$ cat config.mk
export PLATFORM = sky130hd
export DESIGN_NAME = frame_painter_flat
export DESIGN_NICKNAME = d
export VERILOG_FILES = /design/src/rtl/frame_painter_if.sv /design/src/rtl/frame_painter.sv /design/src/flat_wrapper.sv
export SDC_FILE = /design/constraint.sdc
export NUM_CORES = 1
export LEC_CHECK = 0
export BUFFER_PORTS_ARGS = -buffer_cell sky130_fd_sc_hd__buf_2
export CAP_MARGIN = 5
export CORE_MARGIN = 2
export CORE_UTILIZATION = 40
export CTS_CLUSTER_DIAMETER = 30
export CTS_CLUSTER_SIZE = 28
export DETAILED_ROUTE_END_ITERATION = 12
export SLEW_MARGIN = 20
export SYNTH_ARGS = -nofsm -noshare
export SYNTH_HDL_FRONTEND = slang
export SYNTH_SLANG_ARGS = --single-unit
$ cat constraint.sdc
create_clock -name clk -period 4.76 [get_ports clk]
set_input_delay 0 -clock clk [delete_from_list [all_inputs] [get_ports clk]]
set_output_delay 0 -clock clk [all_outputs]
set_load 0.05 [all_outputs]
$ cat src/rtl/frame_painter_if.sv
// Pixel write channel between the frame painter (master) and the graphic manager (slave).
interface frame_painter_if #(
    parameter int unsigned COLS = 320,
    parameter int unsigned ROWS = 240
);
    logic                    write_pixel;
    logic                    write_ready;
    logic                    bw_pixel_color;
    logic [$clog2(COLS)-1:0] pixel_col;
    logic [$clog2(ROWS)-1:0] pixel_row;

    modport master (
        output write_pixel,
        output bw_pixel_color,
        output pixel_col,
        output pixel_row,
        input  write_ready
    );

    modport slave (
        input  write_pixel,
        input  bw_pixel_color,
        input  pixel_col,
        input  pixel_row,
        output write_ready
    );
endinterface

$ cat src/rtl/frame_painter.sv
// Copies a constant 1-bit frame from ROM into the graphic manager and paints a square brush at
// touch samples. Define PAINTER_ERASE_EN to add the `erase` input (brush paints black).
module frame_painter #(
    parameter int unsigned COLS     = 320,
    parameter int unsigned ROWS     = 240,
    parameter int unsigned N_FRAMES = 2,
    parameter int unsigned ADC_BITS = 12,
    parameter int unsigned BRUSH    = 3
) (
    input  logic                                  clk,
    input  logic                                  reset,
    input  logic                                  en,
    input  logic [$clog2(N_FRAMES)-1:0]           load_frame_sel,
    output logic [$clog2(COLS*ROWS*N_FRAMES)-1:0] rom_addr,
    input  logic                                  rom_q,
    input  logic                                  initialized,
    frame_painter_if.master                       wr,
    input  logic                                  pos_ready,
    input  logic [ADC_BITS-1:0]                   x_pos,
    input  logic [ADC_BITS-1:0]                   y_pos,
`ifdef PAINTER_ERASE_EN
    input  logic                                  erase,
`endif
    output logic                                  busy
);

    localparam int unsigned SW     = $clog2(N_FRAMES);
    localparam int unsigned AW     = $clog2(COLS * ROWS * N_FRAMES);
    localparam int unsigned CW     = $clog2(COLS);
    localparam int unsigned RW     = $clog2(ROWS);
    localparam int unsigned PIX    = COLS * ROWS;
    localparam int unsigned IW     = $clog2(PIX);
    localparam int unsigned BW     = (BRUSH > 1) ? $clog2(BRUSH) : 1;
    localparam int unsigned XPW    = ADC_BITS + CW;
    localparam int unsigned YPW    = ADC_BITS + RW;
    localparam int          R      = int'((BRUSH - 1) / 2);
    localparam int          COLS_I = int'(COLS);
    localparam int          ROWS_I = int'(ROWS);

    localparam logic [2:0] StReset = 3'd0;
    localparam logic [2:0] StIdle  = 3'd1;
    localparam logic [2:0] StLdRd  = 3'd2;
    localparam logic [2:0] StLdWr  = 3'd3;
    localparam logic [2:0] StPaint = 3'd4;

    logic [2:0]    state_q, state_d;
    logic          pending_q, pending_d;
    logic [SW-1:0] frame_q, frame_d;
    logic [IW-1:0] idx_q, idx_d;
    logic [CW-1:0] col_q, col_d;
    logic [RW-1:0] row_q, row_d;
    logic          held_q, held_d;
    logic          data_q, data_d;
    logic [CW-1:0] cx_q, cx_d;
    logic [RW-1:0] cy_q, cy_d;
    logic [BW-1:0] dx_q, dx_d;
    logic [BW-1:0] dy_q, dy_d;
    logic          busy_q;

    logic           sel_change;
    logic           load_active;
    logic           start_paint;
    logic           accept;
    logic           in_range;
    logic           brush_color;
    logic [XPW-1:0] x_prod;
    logic [YPW-1:0] y_prod;
    logic [CW-1:0]  cx_new;
    logic [RW-1:0]  cy_new;
    logic signed [31:0] tc;
    logic signed [31:0] tr;

    assign sel_change  = (state_q != StReset) && (load_frame_sel != frame_q);
    assign load_active = (state_q == StLdRd) || (state_q == StLdWr);
    assign start_paint = (state_q == StIdle) && pos_ready && en;
    assign accept      = wr.write_pixel && wr.write_ready;

    // Full-width products so the scaled centre never wraps before the shift.
    assign x_prod = XPW'(x_pos) * XPW'(COLS);
    assign y_prod = YPW'(y_pos) * YPW'(ROWS);
    assign cx_new = CW'(x_prod >> ADC_BITS);
    assign cy_new = RW'(y_prod >> ADC_BITS);

    assign tc       = $signed(32'(cx_q)) + $signed(32'(dx_q)) - R;
    assign tr       = $signed(32'(cy_q)) + $signed(32'(dy_q)) - R;
    assign in_range = (tc >= 0) && (tc < COLS_I) && (tr >= 0) && (tr < ROWS_I);

    assign rom_addr = AW'(frame_q) * AW'(PIX) + AW'(idx_q);
    assign busy     = busy_q;

`ifdef PAINTER_ERASE_EN
    logic erase_q;

    always_ff @(posedge clk) begin
        if (reset) begin
            erase_q <= 1'b0;
        end else if (start_paint) begin
            erase_q <= erase;
        end
    end

    assign brush_color = ~erase_q;
`else
    assign brush_color = 1'b1;
`endif

    // Write channel is decoded from registered state, so it holds still while stalled.
    always_comb begin
        wr.write_pixel    = 1'b0;
        wr.bw_pixel_color = 1'b0;
        wr.pixel_col      = '0;
        wr.pixel_row      = '0;
        case (state_q)
            StLdWr: begin
                wr.write_pixel    = en && !sel_change;
                wr.bw_pixel_color = held_q ? data_q : rom_q;
                wr.pixel_col      = col_q;
                wr.pixel_row      = row_q;
            end
            StPaint: begin
                if (in_range) begin
                    wr.write_pixel    = 1'b1;
                    wr.bw_pixel_color = brush_color;
                    wr.pixel_col      = CW'(tc);
                    wr.pixel_row      = RW'(tr);
                end
            end
            default: ;
        endcase
    end

    always_comb begin
        state_d   = state_q;
        pending_d = pending_q;
        frame_d   = frame_q;
        idx_d     = idx_q;
        col_d     = col_q;
        row_d     = row_q;
        held_d    = 1'b0;
        data_d    = data_q;
        cx_d      = cx_q;
        cy_d      = cy_q;
        dx_d      = dx_q;
        dy_d      = dy_q;

        case (state_q)
            StReset: begin
                if (initialized) begin
                    state_d = StIdle;
                end
            end
            StIdle: begin
                if (start_paint) begin
                    state_d = StPaint;
                    cx_d    = cx_new;
                    cy_d    = cy_new;
                    dx_d    = '0;
                    dy_d    = '0;
                end else if (pending_q && en) begin
                    state_d = StLdRd;
                end
            end
            StLdRd: begin
                state_d = StLdWr;
            end
            StLdWr: begin
                if (!held_q) begin
                    data_d = rom_q;
                end
                if (accept) begin
                    if (idx_q == IW'(PIX - 1)) begin
                        pending_d = 1'b0;
                        state_d   = StIdle;
                        idx_d     = '0;
                        col_d     = '0;
                        row_d     = '0;
                    end else begin
                        state_d = StLdRd;
                        idx_d   = idx_q + 1'b1;
                        if (col_q == CW'(COLS - 1)) begin
                            col_d = '0;
                            row_d = row_q + 1'b1;
                        end else begin
                            col_d = col_q + 1'b1;
                        end
                    end
                end else begin
                    held_d = 1'b1;
                end
            end
            StPaint: begin
                // Off-screen offsets take one idle cycle; on-screen ones wait for acceptance.
                if (!in_range || accept) begin
                    if (dx_q == BW'(BRUSH - 1)) begin
                        dx_d = '0;
                        if (dy_q == BW'(BRUSH - 1)) begin
                            state_d = StIdle;
                        end else begin
                            dy_d = dy_q + 1'b1;
                        end
                    end else begin
                        dx_d = dx_q + 1'b1;
                    end
                end
            end
            default: begin
                state_d = StReset;
            end
        endcase

        if (load_active && (!en || sel_change)) begin
            state_d = en ? StLdRd : StIdle;
            idx_d   = '0;
            col_d   = '0;
            row_d   = '0;
            held_d  = 1'b0;
        end

        if (sel_change) begin
            frame_d   = load_frame_sel;
            pending_d = 1'b1;
        end
    end

    always_ff @(posedge clk) begin
        if (reset) begin
            state_q   <= StReset;
            pending_q <= 1'b1;
            frame_q   <= '0;
            idx_q     <= '0;
            col_q     <= '0;
            row_q     <= '0;
            held_q    <= 1'b0;
            data_q    <= 1'b0;
            cx_q      <= '0;
            cy_q      <= '0;
            dx_q      <= '0;
            dy_q      <= '0;
            busy_q    <= 1'b0;
        end else begin
            state_q   <= state_d;
            pending_q <= pending_d;
            frame_q   <= frame_d;
            idx_q     <= idx_d;
            col_q     <= col_d;
            row_q     <= row_d;
            held_q    <= held_d;
            data_q    <= data_d;
            cx_q      <= cx_d;
            cy_q      <= cy_d;
            dx_q      <= dx_d;
            dy_q      <= dy_d;
            busy_q    <= (state_d != StIdle);
        end
    end

endmodule

$ cat src/flat_wrapper.sv
// flat-port wrapper written by rule: the top's interface ports become plain ports
module frame_painter_flat 
#(
    parameter int unsigned COLS     = 320,
    parameter int unsigned ROWS     = 240,
    parameter int unsigned N_FRAMES = 2,
    parameter int unsigned ADC_BITS = 12,
    parameter int unsigned BRUSH    = 3
)
  (clk, reset, en, load_frame_sel, rom_addr, rom_q, initialized, pos_ready, x_pos, y_pos, busy, wr_write_pixel, wr_bw_pixel_color, wr_pixel_col, wr_pixel_row, wr_write_ready);
  frame_painter_if #(.COLS(COLS), .ROWS(ROWS)) wr_i ();
  input  logic clk;
  input  logic reset;
  input  logic en;
  input  logic [$clog2(N_FRAMES)-1:0] load_frame_sel;
  output logic [$clog2(COLS*ROWS*N_FRAMES)-1:0] rom_addr;
  input  logic rom_q;
  input  logic initialized;
  input  logic pos_ready;
  input  logic [ADC_BITS-1:0] x_pos;
  input  logic [ADC_BITS-1:0] y_pos;
  output logic busy;
  output wire logic [$bits(wr_i.write_pixel)-1:0] wr_write_pixel;
  output wire logic [$bits(wr_i.bw_pixel_color)-1:0] wr_bw_pixel_color;
  output wire logic [$bits(wr_i.pixel_col)-1:0] wr_pixel_col;
  output wire logic [$bits(wr_i.pixel_row)-1:0] wr_pixel_row;
  input wire logic [$bits(wr_i.write_ready)-1:0] wr_write_ready;
  assign wr_write_pixel = wr_i.write_pixel;
  assign wr_bw_pixel_color = wr_i.bw_pixel_color;
  assign wr_pixel_col = wr_i.pixel_col;
  assign wr_pixel_row = wr_i.pixel_row;
  assign wr_i.write_ready = wr_write_ready;
  frame_painter #(.COLS(COLS), .ROWS(ROWS), .N_FRAMES(N_FRAMES), .ADC_BITS(ADC_BITS), .BRUSH(BRUSH)) u_core (.clk(clk), .reset(reset), .en(en), .load_frame_sel(load_frame_sel), .rom_addr(rom_addr), .rom_q(rom_q), .initialized(initialized), .wr(wr_i), .pos_ready(pos_ready), .x_pos(x_pos), .y_pos(y_pos), .busy(busy));
endmodule
==> summary.md <==
In the synthesized netlist the async set-or-reset flop fraction comes to 0%. The core region is 14000 µm². The number of detailed-routing iterations run before antenna repair is 6, and the per-cell via count in the routed design is 5.39. The first global-routing pass estimated 22700 µm of wire. Worst vdd rail ir drop: 0.178 mV.

Gates resized during post-CTS repair numbered 0. The most frequently used flop master after synthesis was sky130_fd_sc_hd__dfxtp_1. STA puts the critical path data required time at 4.76 ns. The internal power of the cells totals 1.17 mW. The post-route worst hold slack came out at 0.0716 ns.

Setup repair after global routing left no endpoint under its margin. The die extent in x is 124 µm. The clock passes through at most 2 buffers.

When the netlist entered floorplanning its net count stood at 831. The tree is rooted in a sky130_fd_sc_hd__clkbuf_16. The mean instance size in the synthesized netlist came out at 8.02 µm².

The worst hold endpoint was u_core.state_q[1]. TritonCTS built the clock tree. The run gives 0 as the initial antenna violation count.

The cell seen most often among critical-path stages was sky130_fd_sc_hd__ha_1. The slew at the pin with the worst max-slew slack is 1.04 ns, and the share of layout cells above drive strength 1 is 14.7%. The clock reaches the later pin of the worst-skew pair after 0.33 ns.

The run gives 29.0% as the combinational power share. The clock net sink count was 63. On the worst path, the slowest cell contributes a delay of 0.50 ns. The routed design could run at a clock period as short as 4.42 ns. The logs give 9 for the total clock buffers created by CTS and 0 for the final-report setup violation count. The critical path in this run is classified as flop to output port. The final-report hold violation count was 0; the total power per unit cell area was 265 nW/µm².

The number of cells on the worst reg-to-reg path works out to 15. The routed length per placed instance is 14.0 µm, and the net total in the final layout is 875. The setup TNS is 0 ns, and the worst-case clock skew is 0.00985 ns. The tools report the layout filler cell count as 1404. The aggregate global routing overflow is 0, and the area used by sequential logic in the layout is 1260 µm². The top cell type's share of synthesized area is 21.8%, and the pin count of the biggest net entering global routing is 27.

The capturing element type of the critical path is an output port. For this run, design rule violations remaining after detail routing come to 0. The fraction of power spent switching nets works out to 31.5%. The tools report the kind of start point of the critical path as a flop.

For the post-detailed-route count of antenna-violating nets, the log shows 0. The clock transition time at the flip-flop clock pins of the worst setup and hold paths was 0.05 ns. The largest individual stage delay along the critical path comes from the cell sky130_fd_sc_hd__and4b_1. Derived from the worst setup path, the maximum achievable clock frequency is 0.226 GHz. The critical register-to-register path endpoint is u_core.dx_q[0]. The fraction of the cycle the final worst path needs was 92.8%; the total detailed-routing wirelength was 13300 µm. Walking the worst path, the cells encountered are ha_1 -> inv_1 -> fa_1 -> and4b_1 -> nor3_1 -> o21bai_1 -> nand2_1 -> a21oi_1 -> ha_1 -> nor4bb_1 -> nand3_1 -> a211oi_2 -> and2_1 -> inv_2 -> o21ai_2 -> buf_2. The min-delay analysis places its worst path in the category input port to flop. Number of different library cells in the post-synthesis netlist: 73. The maximum fanout count along the critical path is 12, and the leakage power summed over all cells is 2.80 nW.

The tool flagged a number of max-cap violations equal to 0. After layout, the design draws a total of 1.71 mW. The number of buffers and inverters on the critical path came out at 3. The final number of max-transition violations is 0, and the number of antenna diodes is 0. In the final layout, the multi-input gates occupy 4150 µm². The floorplan has 43 rows. The worst pin sits at a relative slew slack of 30.7%. The data arrival time at the worst-slack endpoint is 4.42 ns. The setup slack of the worst register-to-register path was 0.88 ns.

Counting instances, the worst hold path has a depth of 4. The count of buffers inserted at the top-level ports was 69; the via count of the routed design was 5124. In the layout the commonest cells are 94 x sky130_fd_sc_hd__nand2_1, 73 x sky130_fd_sc_hd__nor2_1, 69 x sky130_fd_sc_hd__buf_2. Cells fill 46.3% of the core in the end.

Cell family contributing the most delay on the critical path: simple AND/OR/NAND/NOR gates. The tools report the worst min-delay path startpoint as en. The run gives 4863 as the number of global-route vias before repair.

From synthesis to final layout, the design area changed by 11.8%. Leaving out fill and tap cells, the most frequent cell in the layout is sky130_fd_sc_hd__nand2_1. The global placement routability congestion was 0.834. The die is 124 µm tall.

In this run the power spent charging and discharging nets is 0.540 mW. For this block, the initial DRC count from the detailed router was 289. The worst reg2reg path startpoint was u_core.dx_q[0]. After synthesis, the cell types taking the most area are sky130_fd_sc_hd__dfxtp_1 22%, sky130_fd_sc_hd__ha_1 12%, sky130_fd_sc_hd__fa_1 8.0%. The flop and latch count out of synthesis works out to 63. The flow ran to the end, and the final reports show no timing, DRC or antenna violations. The H-tree depth was 3.

Counting flops with a built-in enable in the synthesized netlist gives 0. The largest area contributor in the netlist is sky130_fd_sc_hd__dfxtp_1. The run gives 17.3% as the overall routing resource usage. For this configuration, the core starts out at a cell density of 41.4%. For this design the top-level I/O count stands at 70. Counting every instance in the synthesized netlist gives 722.

The post-CTS setup buffer count is 0, and the sequential share of the synthesized area is 21.8%. The register share of total power was 32.9%; the count of warnings emitted by yosys was 0. The number of hold buffers added after CTS was 3. The floorplan step defined a die boundary enclosing 15500 µm². The synthesized netlist occupies a cell area of 5790 µm².

In this run, the clock network consumes 38.1% of the power. Detailed-placement wirelength estimate: 10600 µm.
==> metrics by stage <==
step / instance area [µm²] / setup slack (ns) / cells
6_report: 6470 / 0.342 / 951
5_1_grt: 6470 / 0.00484 / 951
4_1_cts: 6470 / 0.375 / 951
3_5_place_dp: 6140 / 0.752 / 932
3_3_place_gp: 6140 / 0.942 / 932
2_1_floorplan: 5790 / 1.11 / 722
==> final cells by class <==
type	instances	share of cell area [%]
inverter	36	2.09
multi-input combinational	581	64.2
timing repair buffer	75	6.15
sequential	63	19.5
clock buffer	10	3.69
clock inverter	6	0.928
tap	180	3.48
==> metal layers <==
layer	vias up	global-route usage, %	wire length, µm
li1	2605	-	-
met1	2353	22.5	5970
met2	150	29.3	6460
met3	16	3.52	685
met4	0	4.63	207
met5	-	0	0
==> cells in the mapped netlist, types with 3 or more instances <==
cell / count
sky130_fd_sc_hd__a211oi_1: 5
sky130_fd_sc_hd__a21o_1: 7
sky130_fd_sc_hd__a21oi_1: 39
sky130_fd_sc_hd__a21oi_2: 4
sky130_fd_sc_hd__a22o_1: 5
sky130_fd_sc_hd__a31oi_1: 4
sky130_fd_sc_hd__and2_1: 4
sky130_fd_sc_hd__and3_1: 13
sky130_fd_sc_hd__and4_1: 4
sky130_fd_sc_hd__buf_2: 10
sky130_fd_sc_hd__buf_4: 17
sky130_fd_sc_hd__clkbuf_1: 14
sky130_fd_sc_hd__dfxtp_1: 63
sky130_fd_sc_hd__fa_1: 23
sky130_fd_sc_hd__ha_1: 54
sky130_fd_sc_hd__inv_1: 35
sky130_fd_sc_hd__mux2i_1: 7
sky130_fd_sc_hd__nand2_1: 94
sky130_fd_sc_hd__nand2b_1: 6
sky130_fd_sc_hd__nand3_1: 17
sky130_fd_sc_hd__nand3b_1: 6
sky130_fd_sc_hd__nand4_1: 13
sky130_fd_sc_hd__nor2_1: 73
sky130_fd_sc_hd__nor2b_1: 3
sky130_fd_sc_hd__nor3_1: 25
sky130_fd_sc_hd__nor4_1: 8
sky130_fd_sc_hd__o211ai_1: 3
sky130_fd_sc_hd__o21a_1: 4
sky130_fd_sc_hd__o21ai_0: 18
sky130_fd_sc_hd__o21ai_1: 7
sky130_fd_sc_hd__o21ai_2: 10
sky130_fd_sc_hd__o21bai_1: 3
sky130_fd_sc_hd__o22ai_1: 7
sky130_fd_sc_hd__or3_1: 6
sky130_fd_sc_hd__xnor2_1: 38
sky130_fd_sc_hd__xor2_1: 29
==> power by group through the flow <==
stage	Clock (mW)	Sequential, mW	Combinational (mW)
after floorplan	0	0.560	0.397
after global placement	0	0.573	0.483
after detailed placement	0	0.574	0.495
after CTS	0.672	0.562	0.501
after global routing	0.694	0.566	0.568
final	0.654	0.563	0.496
==> sequential cells by signal (all words and copies together), names as in the netlist <==
| signal | flops |
|---|---|
| u_core.busy | 1 |
| u_core.col_q | 9 |
| u_core.cx_q | 9 |
| u_core.cy_q | 8 |
| u_core.data_q | 1 |
| u_core.dx_q | 2 |
| u_core.dy_q | 2 |
| u_core.frame_q | 1 |
| u_core.held_q | 1 |
| u_core.idx_q | 17 |
| u_core.pending_q | 1 |
| u_core.row_q | 8 |
| u_core.state_q | 3 |
==> logic make-up (layout without fill, tap and decap cells) <==
group	after synthesis	count (layout)	share of synthesized area, %
AND/OR/NAND/NOR	286	286	23.7
AO/OA/AOI/OAI	144	144	17.1
buffers and inverters	78	127	6.50
adder cells (fa/ha/maj)	77	77	19.6
XOR/XNOR	67	67	10.1
flip-flops	63	63	21.8
multiplexers	7	7	1.21
==> tightest hold or removal path: cells and delay by family <==
kind            cells  cell delay, ns
compound gates      2            0.18
buf+inv             1            0.12
simple gates        1            0.05
==> how the worst max path moves through the flow <==
stage,start,to,depth (start not counted)
2_1_floorplan,u_core.dx_q[0],wr_pixel_col[8],17
3_3_place_gp,u_core.dx_q[0],wr_pixel_row[0],16
3_5_place_dp,u_core.dx_q[0],wr_pixel_row[0],16
4_1_cts,u_core.dy_q[0],wr_pixel_row[0],14
5_1_grt,u_core.dx_q[0],wr_pixel_row[0],16
6_report,u_core.dx_q[0],wr_pixel_row[0],16
(Power assumes the default switching activity.)
